--- src/rtl/seg7_arb_pkg.sv ---
// seg7_arb_pkg
// Shared definitions for the 7-segment write arbiter: the FSM state
// encoding, byte offsets of the display registers relative to the base
// address, the requester count, and a helper that turns a requester index
// into its one-hot acknowledge vector.
package seg7_arb_pkg;

   localparam int NUM_REQ = 2;

   // High byte lives at the base address, low byte right after it.
   localparam logic [7:0] HI_OFFSET = 8'd0;
   localparam logic [7:0] LO_OFFSET = 8'd1;

   typedef enum logic [1:0] {
      IDLE  = 2'd0,
      WR_HI = 2'd1,
      WR_LO = 2'd2
   } arb_state_t;

   function automatic logic [NUM_REQ-1:0] ack_onehot(input logic idx);
      ack_onehot = idx ? 2'b10 : 2'b01;
   endfunction

endpackage

--- src/rtl/seg7_write_arbiter_rr_pick2.sv ---
// rr_pick2
// Combinational two-way round-robin picker. The pointer register that
// remembers the previous winner lives in the parent; this block only
// decides who wins this cycle.
// Ports:
//   req   in  2  eligible requesters (already masked by the parent)
//   last  in  1  index of the previous winner
//   grant out 1  index of the winner this cycle
//   valid out 1  at least one requester is eligible
module rr_pick2 (
   input  logic [1:0] req,
   input  logic       last,
   output logic       grant,
   output logic       valid
);

   // A lone requester always wins; on a tie the one that did not win last
   // time gets the slot.
   always_comb begin
      grant = 1'b0;
      valid = |req;
      case (req)
         2'b01:   grant = 1'b0;
         2'b10:   grant = 1'b1;
         2'b11:   grant = ~last;
         default: grant = 1'b0;
      endcase
   end

endmodule

--- src/rtl/seg7_write_arbiter.sv ---
// seg7_write_arbiter
// Shares the memory-mapped 7-segment display (high byte at Seg7BaseAddress,
// low byte at Seg7BaseAddress+1) between two hardware requesters. The
// winner's 16-bit value is latched at grant and written one byte per cycle
// whenever the bus is free. A shadow copy of the displayed value lets
// unchanged bytes be skipped.
// Ports:
//   CLK        in  1   system clock, rising edge
//   RESET      in  1   synchronous active-high reset
//   REQ        in  2   per-requester level request, held until ACK
//   VALUE0     in  16  requester 0 value, sampled at grant
//   VALUE1     in  16  requester 1 value, sampled at grant
//   ACK        out 2   one-cycle completion pulse per requester
//   INVALIDATE in  1   pulse: display was written by someone else
//   BUS_FREE   in  1   this block may write this cycle
//   BUS_ADDR   out 8   write address
//   BUS_DATA   out 8   write data
//   BUS_WE     out 1   one-cycle write strobe per byte
//   BUSY       out 1   transaction in progress
module seg7_write_arbiter
   import seg7_arb_pkg::*;
#(
   parameter logic [7:0] Seg7BaseAddress = 8'hD0,
   parameter bit         SKIP_UNCHANGED  = 1'b1
) (
   input  logic        CLK,
   input  logic        RESET,
   input  logic [1:0]  REQ,
   input  logic [15:0] VALUE0,
   input  logic [15:0] VALUE1,
   output logic [1:0]  ACK,
   input  logic        INVALIDATE,
   input  logic        BUS_FREE,
   output logic [7:0]  BUS_ADDR,
   output logic [7:0]  BUS_DATA,
   output logic        BUS_WE,
   output logic        BUSY
);

   arb_state_t  state;
   logic [15:0] hold;
   logic        winner;
   logic        last;
   logic        need_lo_q;
   logic        both_q;
   logic [15:0] shadow;
   logic        shadow_valid;

   logic [1:0]  masked_req;
   logic        pick_idx;
   logic        pick_valid;
   logic [15:0] pick_value;
   logic        need_hi;
   logic        need_lo;

   // A requester that is being acknowledged this cycle may still be holding
   // REQ, so it is kept out of the running for one edge.
   assign masked_req = REQ & ~ACK;

   rr_pick2 u_pick (
      .req   (masked_req),
      .last  (last),
      .grant (pick_idx),
      .valid (pick_valid)
   );

   // The write plan is decided once, at grant, from the candidate value and
   // the shadow as they are at that edge.
   assign pick_value = pick_idx ? VALUE1 : VALUE0;
   assign need_hi    = !SKIP_UNCHANGED || !shadow_valid || (pick_value[15:8] != shadow[15:8]);
   assign need_lo    = !SKIP_UNCHANGED || !shadow_valid || (pick_value[7:0]  != shadow[7:0]);

   assign BUSY = (state != IDLE);

   // Main FSM: grant, high-byte write, low-byte write. Strobe and ACK are
   // pulses; address and data keep their last driven values. The shadow is
   // only trusted again after a transaction that rewrote both bytes, and an
   // INVALIDATE on the same edge takes priority over that.
   always_ff @(posedge CLK) begin
      if (RESET) begin
         state        <= IDLE;
         hold         <= 16'h0000;
         winner       <= 1'b0;
         last         <= 1'b1;
         need_lo_q    <= 1'b0;
         both_q       <= 1'b0;
         shadow       <= 16'h0000;
         shadow_valid <= 1'b0;
         ACK          <= 2'b00;
         BUS_ADDR     <= 8'h00;
         BUS_DATA     <= 8'h00;
         BUS_WE       <= 1'b0;
      end else begin
         ACK    <= 2'b00;
         BUS_WE <= 1'b0;
         case (state)
            IDLE: begin
               if (pick_valid) begin
                  last      <= pick_idx;
                  winner    <= pick_idx;
                  hold      <= pick_value;
                  need_lo_q <= need_lo;
                  both_q    <= need_hi && need_lo;
                  if (need_hi) begin
                     state <= WR_HI;
                  end else if (need_lo) begin
                     state <= WR_LO;
                  end else begin
                     ACK <= ack_onehot(pick_idx);
                  end
               end
            end
            WR_HI: begin
               if (BUS_FREE) begin
                  BUS_WE        <= 1'b1;
                  BUS_ADDR      <= Seg7BaseAddress + HI_OFFSET;
                  BUS_DATA      <= hold[15:8];
                  shadow[15:8]  <= hold[15:8];
                  if (need_lo_q) begin
                     state <= WR_LO;
                  end else begin
                     ACK   <= ack_onehot(winner);
                     state <= IDLE;
                  end
               end
            end
            WR_LO: begin
               if (BUS_FREE) begin
                  BUS_WE      <= 1'b1;
                  BUS_ADDR    <= Seg7BaseAddress + LO_OFFSET;
                  BUS_DATA    <= hold[7:0];
                  shadow[7:0] <= hold[7:0];
                  ACK         <= ack_onehot(winner);
                  state       <= IDLE;
                  if (both_q) begin
                     shadow_valid <= 1'b1;
                  end
               end
            end
            default: state <= IDLE;
         endcase
         if (INVALIDATE) begin
            shadow_valid <= 1'b0;
         end
      end
   end

endmodule

--- config.mk ---
export PLATFORM = sky130hd
export DESIGN_NAME = seg7_write_arbiter
export DESIGN_NICKNAME = d
export VERILOG_FILES = /design/src/rtl/seg7_arb_pkg.sv /design/src/rtl/seg7_write_arbiter_rr_pick2.sv /design/src/rtl/seg7_write_arbiter.sv
export SDC_FILE = /design/constraint.sdc
export NUM_CORES = 1
export LEC_CHECK = 0
export ABC_AREA = 1
export CAP_MARGIN = 30
export CORE_MARGIN = 3
export CORE_UTILIZATION = 30
export CTS_CLUSTER_DIAMETER = 120
export DETAILED_ROUTE_END_ITERATION = 16
export GPL_ROUTABILITY_DRIVEN = 1
export GPL_TIMING_DRIVEN = 0
export PLACE_DENSITY = 0.51
export SYNTH_ARGS = -nofsm -noshare
export SYNTH_HDL_FRONTEND = slang
export SYNTH_SLANG_ARGS = --single-unit
--- constraint.sdc ---
create_clock -name CLK -period 2.3 [get_ports CLK]
set_input_delay 0.575 -clock CLK [delete_from_list [all_inputs] [get_ports CLK]]
set_output_delay 0.575 -clock CLK [all_outputs]
set_load 0.005 [all_outputs]
**Word-level counts from Yosys, hierarchy flattened**

Cells that the tools add are included.

- ROM bits: 0
- Memories: 0
- Input bits: 38
- Memory bits (writable): 0
- Flip-flop bits (word level): 58
- Latch bits: 0

- Order comparisons: 0
- Eq/ne operators: 10
- Bitwise gates (word level): 4
- Muxes and demuxes: 25
- Reduce and logical (&&, ||, !) cells: 17
- Shift-type cells: 0
- Divide/modulo/power cells: 0
- Add/subtract/negate cells: 0
- Multiply operators: 0

Operators by type and width:

| cell | count |
|---|---|
| 8-bit 2-to-1 mux | 4 |
| 8-bit case mux with 2 select lines | 2 |
| 2-bit 2-to-1 mux | 14 |
| 16-bit 2-to-1 mux | 1 |
| 8-bit != test | 2 |
| 2-bit case mux with 3 select lines | 2 |
| 2-bit OR reduction | 4 |
| 2-bit equality test (second input constant) | 3 |
| 2-bit != test (second input constant) | 3 |
| 2-bit AND reduction | 3 |
| 3-bit AND reduction | 2 |
| 4-bit AND reduction | 1 |
| 2-bit nonzero test | 2 |
| 3-bit != test (second input constant) | 1 |
| 2-bit bitwise AND | 1 |
| 2-bit by 1-bit equality test with 1-bit output (second input constant) | 1 |
| 2-bit logical NOT | 1 |
| 1-bit logical OR | 2 |
| 1-bit inverter | 2 |
| 2-bit inverter | 1 |
| 1-bit case mux with 2 select lines | 1 |
| 1-bit logical AND | 1 |
| 1-bit logical NOT | 1 |
| 1-bit 2-to-1 mux | 1 |

**Depth between registers and ports, before layout**

Gate-level depths: netlist of the first run.

- Depth after elaboration: 11
- Mapped depth: 17
- Mapped depth without buffers: 16

**Hierarchy**

Synthesis of the first run repeated with hierarchy kept, for this count alone.

- Cells, all modules: 384
- Area, all modules: 2651.3 µm²

By module, submodules not included:

| module | times used | cells each | area each (µm²) |
|---|---|---|---|
| seg7_write_arbiter | 1 | 381 | 2636.3 |
| rr_pick2 | 1 | 3 | 15.0 |

**Worst setup path before layout of the first run**

Ideal clock, no wire load.

- Path kind: input to register
- Start: input REQ[1]
- End: register state[0]
- Cell stages on the path: 14
- Arrival time: 1.858 ns
- Path slack: 0.327 ns
- Cells stage by stage: inv_1 -> nor2_8 -> nand2_4 -> buf_8 -> o21ai_2 -> nand2_1 -> nand2_1 -> nand3_2 -> nor2_2 -> nand2_1 -> nand2_1 -> nand2_2 -> a21oi_1 -> nor2_1

- Word-level cells in the longest chain between the ends: 9

Ends and longest elaborated chain:

| element | line | RTL |
|---|---|---|
| from (decl) | seg7_write_arbiter.sv:28 | `input logic [1:0] REQ,` |
| 2-bit bitwise AND * | seg7_write_arbiter.sv:58 | `assign masked_req = REQ & ~ACK;` |
| 2-bit equality test | seg7_write_arbiter_rr_pick2.sv:22 | `case (req)` |
| 1-bit case mux with 2 select lines | seg7_write_arbiter_rr_pick2.sv:22 |  |
| 16-bit 2-to-1 mux | seg7_write_arbiter.sv:69 | `assign pick_value = pick_idx ? VALUE1 : VALUE0;` |
| 8-bit != test | seg7_write_arbiter.sv:70 | `assign need_hi = !SKIP_UNCHANGED \|\| !shadow_valid \|\| (pick_value[15:8] != shadow[15:8]);` |
| 1-bit logical OR | seg7_write_arbiter.sv:70 |  |
| 2-bit 2-to-1 mux | seg7_write_arbiter.sv:104 | `if (need_hi) begin` |
| 2-bit 2-to-1 mux | seg7_write_arbiter.sv:98 | `if (pick_valid) begin` |
| 2-bit case mux with 3 select lines | seg7_write_arbiter.sv:96 | `case (state)` |
| to (signal assigned) | seg7_write_arbiter.sv:81 | `state <= IDLE;` |
| to (signal assigned) | seg7_write_arbiter.sv:105 | `state <= WR_HI;` |
| to (signal assigned) | seg7_write_arbiter.sv:107 | `state <= WR_LO;` |
| to (decl) | seg7_write_arbiter.sv:40 | `arb_state_t state;` |

Mark *: on every way between the ends. The rest lies on a longest branch, timed or not. The select of a mux whose other input is x is not followed.
A chain may end at the register's enable or synchronous reset.

**Final worst setup path of the first run**

- Start: register state[1]
- End: output BUSY

- Word-level cells in the longest chain between the ends: 1

Ends and longest elaborated chain:

| element | line | RTL |
|---|---|---|
| 2-bit nonzero test | seg7_write_arbiter.sv:73 | `assign BUSY = (state != IDLE);` |
| to (decl) | seg7_write_arbiter.sv:37 | `output logic BUSY` |

Every way passes these cells.

==> results of run 1 <==
-- power by group --
group	switching (mW)	total, mW	internal (mW)
Combinational	0.757	1.34	0.587
Clock	0.315	0.561	0.245
Sequential	0.162	1.29	1.13
-- registers in the layout, summed over array words and instances (netlist names) --
name and count:
hold 16, shadow_valid 1, state 2, winner 1
BUS_WE 1, both_q 1, need_lo_q 1, ACK 2
BUS_ADDR 2, last 1, BUS_DATA 8, shadow 16
-- how the worst max path moves through the flow --
stage / from / endpoint / depth (start not counted)
2_1_floorplan: REQ[1] / state[0] / 14
3_3_place_gp: REQ[0] / state[0] / 15
3_5_place_dp: REQ[0] / state[0] / 15
4_1_cts: state[0] / BUSY / 4
5_1_grt: REQ[0] / state[0] / 16
6_report: state[1] / BUSY / 4
-- kinds of logic after synthesis --
logic type                 synth area share [%]
buffers and inverters                      12.7
adders and majority gates                  1.84
other                                     0.138
AOI/OAI and AO/OA                          22.5
and+or+nand+nor                            24.6
DFF                                        38.3
-- Yosys cell counts, types with 2 or more instances --
cell and number:
o21ai_2 3, a31oi_1 4, buf_2 2, dfxtp_1 52
clkbuf_1 12, buf_4 8, nand2_1 70, o21ai_1 5
a211oi_1 2, ha_1 4, o211ai_1 6, nand3_1 33
nor2_1 28, o21ai_0 44, inv_1 54, a21oi_1 46
nand2_2 3, nand3b_1 4
-- per-stage QoR --
stage	std cells	worst slack, ps	cell area, µm²	hold slack (ps)	TNS [ps]
6_report	579	114	3720	475	0
2_1_floorplan	396	327	2730	439	0
3_5_place_dp	557	-550	3390	466	-6530
3_3_place_gp	557	-551	3390	457	-6340
5_1_grt	579	-25.0	3720	493	-25.0
4_1_cts	578	62.3	3710	480	0
-- area by class of cell --
type	count	area share, %
plain buffers	24	4.13
clock buffers	7	2.32
clock inverters	1	0.202
inverters	54	5.44
multi-input cells	266	38.2
flip-flops and latches	52	28.0
well taps	108	3.63
repair buffers	67	18.1
-- critical path, stage by stage, from the launching register on --
cell and delay, ps:
dfxtp_1 390, inv_1 80, ha_1 270, inv_1 80, clkdlybuf4s50_1 490
-- what timing repair did --
action                                  CTS  global route
endpoints found under the setup margin    6             4
resized for setup                        28             3
setup buffers                            11             1
hold buffers                              0             0
hold endpoints to repair                  0             0
cloned                                    2             0
pin swaps                                16             4
-- layer usage --
metal  routed length [µm]  global-route usage, %  vias up
li1                     -                      -     1428
met1                 4030                   24.1     1237
met2                 3630                   26.6       75
met3                  583                   2.96        8
met4                   79                   3.37        0
met5                    0                      0        -
-- cell usage in the layout (no fill, tap or decap), types with 9 or more instances in the layout --
cell / synthesis / routed
nand3_1: 33 / 28
nand2_1: 70 / 64
o21ai_0: 44 / 44
inv_1: 54 / 53
clkbuf_1: 12 / 13
nor2_1: 28 / 24
dfxtp_1: 52 / 51
clkdlybuf4s50_1: 0 / 51
nand2_2: 3 / 9
buf_4: 8 / 18
a21oi_1: 46 / 45
==> results.json, run 1 <==
{
  "status": "finished, final reports clean",
  "end_kind": "primary output",
  "core_mm2": 0.00876,
  "netlist_area_mm2": 0.00272,
  "vdd_drop_max_uv": 369,
  "postRouteAntennaNets": 0,
  "grt_pass1_wl_mm": 13.5,
  "antenna_found_initial": 0,
  "period_needed_ps": 2190,
  "cap_violations": 0,
  "cts.sinks": 52,
  "total_leakage_power_nw": 1.63,
  "grt_max_degree": 16,
  "die_height_um": 101,
  "critical_path_arrival_ps": 1610,
  "rsz0062_at_grt": "true",
  "grt.overflow.total": 0,
  "antenna_cells": 0,
  "setup.worst_path.start_class": "flip-flop",
  "reg2reg_slack_ps": 250,
  "critical_path_class": "flip-flop to primary output",
  "p_total_mw": 3.20,
  "skew_ps": 10.2,
  "boundaryPins": 58,
  "cts-root-buf": "clkbuf_8",
  "drcViolationCount": 0,
  "rows": 34,
  "multi_input_area_mm2": 0.00142,
  "slew_headroom_pct": 60.4,
  "finalHoldViolCount": 0,
  "cts_made_buffers": 5,
  "synth-edff-count": 0,
  "synthCells": 393,
  "netlist.area_leader.share_pct": 38.3,
  "synth_cell_types": 31,
  "path_max_fanout": 6,
  "seq_area_mm2": 0.00104,
  "num-fill-cells": 934,
  "clock_latency_ps": 310,
  "fin_nets": 512,
  "routed_wl_mm": 8.33,
  "syn2layout_area_growth_pct": 37.1,
  "layout-drive-gt1-share_pct": 14.0,
  "syn_area_per_cell_um2": 6.91,
  "reg2reg_from": "ACK[1]",
  "drt_iter0_markers": 187,
  "timing.rr.end": "state[0]",
  "clockBufferDepth": 2,
  "rr_worst_depth": 15,
  "cts_tree": "yes",
  "post-dp-hpwl_mm": 5.99,
  "tightest_slew_ps": 594,
  "hold_class": "flip-flop to flip-flop",
  "yosys_most_used_dff": "dfxtp_1",
  "die_w_um": 101,
  "vias_per_cell": 4.75,
  "hold_depth": 2,
  "async_reset_ff_share_pct": 0,
  "drt_pass1_iterations": 4,
  "htreeDepth": 2,
  "dr_total_vias": 2748,
  "port_buffers": 53,
  "grt_pass1_vias": 2678,
  "max_clock_freq_mhz": 457,
  "synth_area_leader_cell": "dfxtp_1",
  "period_share_pct": 95.0,
  "clk_pin_slew_worst_paths_ps": 100,
  "place_congestion": 0.816,
  "ys_ff_latch": 52,
  "die_area_mm2": 0.0102,
  "track_usage_pct": 16.8,
  "powerDensity_mw_per_mm2": 859,
  "min_from": "shadow[2]",
  "ys_warn_count": 0,
  "wl_per_cell_um": 14.4,
  "holdPathEnd": "shadow[2]",
  "maxSlewViolCount": 0,
  "floorplan.initialDensity_pct": 31.0,
  "synth.yosys.seq_area_share_pct": 38.3,
  "synthTopCellsByArea": "dfxtp_1 (38%), nand2_1 (9.7%), a21oi_1 (8.5%)",
  "required_ps": 1730,
  "final_util_pct": 42.5,
  "setup_viol": 0
}
Power figures use the tool's default switching activity.
==> run 2: changes to the inputs <==
- CELL_PAD_IN_SITES_DETAIL_PLACEMENT: not set -> 1
- CELL_PAD_IN_SITES_GLOBAL_PLACEMENT: not set -> 2
- CORE_UTILIZATION: 30 -> 28
- PLACE_DENSITY: 0.51 -> 0.79
- SETUP_SLACK_MARGIN: not set -> 0.5
- SKIP_LAST_GASP: not set -> 1
==> run 2 against run 1 <==
Hold slack improved by 7.5 ps. Sequential power about the same. Clock power increased by 3.6%. Critical path type is now input pin to flip-flop. Largest cell class unchanged.
==> results.json, run 2 (synthesis gave the netlist of run 1 again) <==
{
  "cp_slowest_cell": "clkdlybuf4s50_1",
  "postLayoutCellArea_mm2": 0.00419,
  "critical_path_arrival_ps": 2240,
  "grt_pass1_vias": 3122,
  "drt_pass1_iterations": 4,
  "reg2reg_slack_ps": 290,
  "place_congestion": 0.778,
  "skew_ps": 3.31,
  "post-dp-hpwl_mm": 6.94,
  "antenna_cells": 0,
  "status": "finished, final reports clean",
  "critPathCapture": "state[1]",
  "critPathLaunch": "VALUE0[9]",
  "vias_per_cell": 4.82,
  "period_share_pct": 88.2,
  "cts_tree": "yes",
  "powerDensity_mw_per_mm2": 859,
  "postRouteAntennaNets": 0,
  "maxSlewViolCount": 0,
  "setup_viol": 0,
  "final_cell_mix": "inv_1 (49), clkdlybuf4s50_1 (45), nand2_1 (44)",
  "tightest_slew_ps": 629,
  "max_clock_freq_mhz": 493,
  "postPlaceCellArea_mm2": 0.00342,
  "htreeDepth": 2,
  "vdd_drop_max_uv": 403,
  "track_usage_pct": 18.7,
  "port_buffers": 53,
  "syn2layout_area_growth_pct": 54.1,
  "rsz0062_at_grt": "true",
  "cts.sinks": 52,
  "worst_slack_ps": 270,
  "rr_worst_depth": 15,
  "wl_per_cell_um": 16.3,
  "hold_ws_ps": 482,
  "total_leakage_power_nw": 1.88,
  "layout-drive-gt1-share_pct": 29.4,
  "reg2reg_from": "ACK[0]",
  "grt_max_degree": 15,
  "final_util_pct": 44.9,
  "antenna_found_initial": 0,
  "die_area_mm2": 0.0109,
  "dpl.cell_count": 578,
  "floorplan.initialDensity_pct": 29.1,
  "die_w_um": 104,
  "path_common_cell": "nand2_2",
  "critical_path_class": "input pin to flip-flop",
  "grt_pass1_wl_mm": 16.2,
  "setup.worst_path.start_class": "input pin",
  "slew_headroom_pct": 58.1,
  "dr_total_vias": 2983,
  "routed_wl_mm": 10.1,
  "slowest_delay_ps": 500,
  "cts_made_buffers": 5,
  "period_needed_ps": 2030,
  "end_kind": "flip-flop",
  "hold_buffers": 0,
  "clockBufferDepth": 2,
  "mostFrequentLayoutCell": "inv_1",
  "preCtsSetupSlack_ps": -695,
  "fin_setup_tns_ps": 0,
  "boundaryPins": 58,
  "drcViolationCount": 0,
  "drt_iter0_markers": 91,
  "cap_violations": 0,
  "timing.rr.end": "state[1]",
  "fin_nets": 532,
  "clock_latency_ps": 310,
  "required_ps": 2510,
  "stdcell_count": 619,
  "clk_pin_slew_worst_paths_ps": 90,
  "reg_top3": "hold (16), shadow (16), BUS_DATA (8)",
  "finalHoldViolCount": 0,
  "hold_class": "flip-flop to flip-flop",
  "p_total_mw": 3.59,
  "cts-root-buf": "clkbuf_8",
  "grt.overflow.total": 0,
  "core_mm2": 0.00933,
  "die_height_um": 104,
  "crit_chain": "clkdlybuf4s50_1 > inv_1 > nand2_4 > nand3_2 > nand2_2 > nor2_2 > nand3_2 > nor2_4 > nand2_2 > nand2_2 > nand2_4 > a21oi_4 > nor2_2",
  "path_max_fanout": 4,
  "rows": 35
}
==> run 2: power by group <==
group / internal, mW / total [mW] / switching, mW
registers: 1.14 / 1.31 / 0.170
clock network: 0.269 / 0.581 / 0.312
logic: 0.761 / 1.70 / 0.943
==> run 2: worst min path at each step <==
| stage | endpoint | cells after the start | slack (ps) | start |
|---|---|---|---|---|
| after floorplan | shadow_valid | 2 | 440 | both_q |
| after global placement | shadow[2] | 2 | 460 | shadow[2] |
| after detailed placement | shadow[4] | 2 | 470 | shadow[4] |
| after CTS | shadow[4] | 2 | 490 | shadow[4] |
| after global routing | BUS_ADDR[0] | 2 | 510 | BUS_ADDR[0] |
| final | shadow[2] | 2 | 480 | shadow[2] |
==> run 2: layer usage <==
| layer | up-vias | track usage, % | wire, µm |
|---|---|---|---|
| met4 | 0 | 4.08 | 75 |
| met3 | 7 | 2.86 | 287 |
| met2 | 52 | 32.5 | 4990 |
| li1 | 1480 | - | - |
| met5 | - | 0 | 0 |
| met1 | 1444 | 24.4 | 4720 |
==> run 2: critical path: cells and delay by family <==
kind	cells	cell delay (ps)
AO/OA/AOI/OAI	1	130
AND/OR/NAND/NOR	10	910
buffers and inverters	2	640
==> run 2: what timing repair did <==
action | CTS | global route
resized for setup | 69 | 58
setup endpoints to repair | 46 | 34
gates cloned | 3 | 0
pin swaps | 21 | 21
buffers inserted | 27 | 4
==> run 2: final cells by class <==
| cell class | count | area (µm²) |
|---|---|---|
| Fill cell | 1176 | 5140 |
| Multi-Input combinational cell | 267 | 1640 |
| Inverter | 54 | 208 |
| Buffer | 24 | 179 |
| Timing Repair Buffer | 86 | 850 |
| Sequential cell | 52 | 1050 |
| Tap cell | 129 | 161 |
| Clock buffer | 7 | 96.3 |
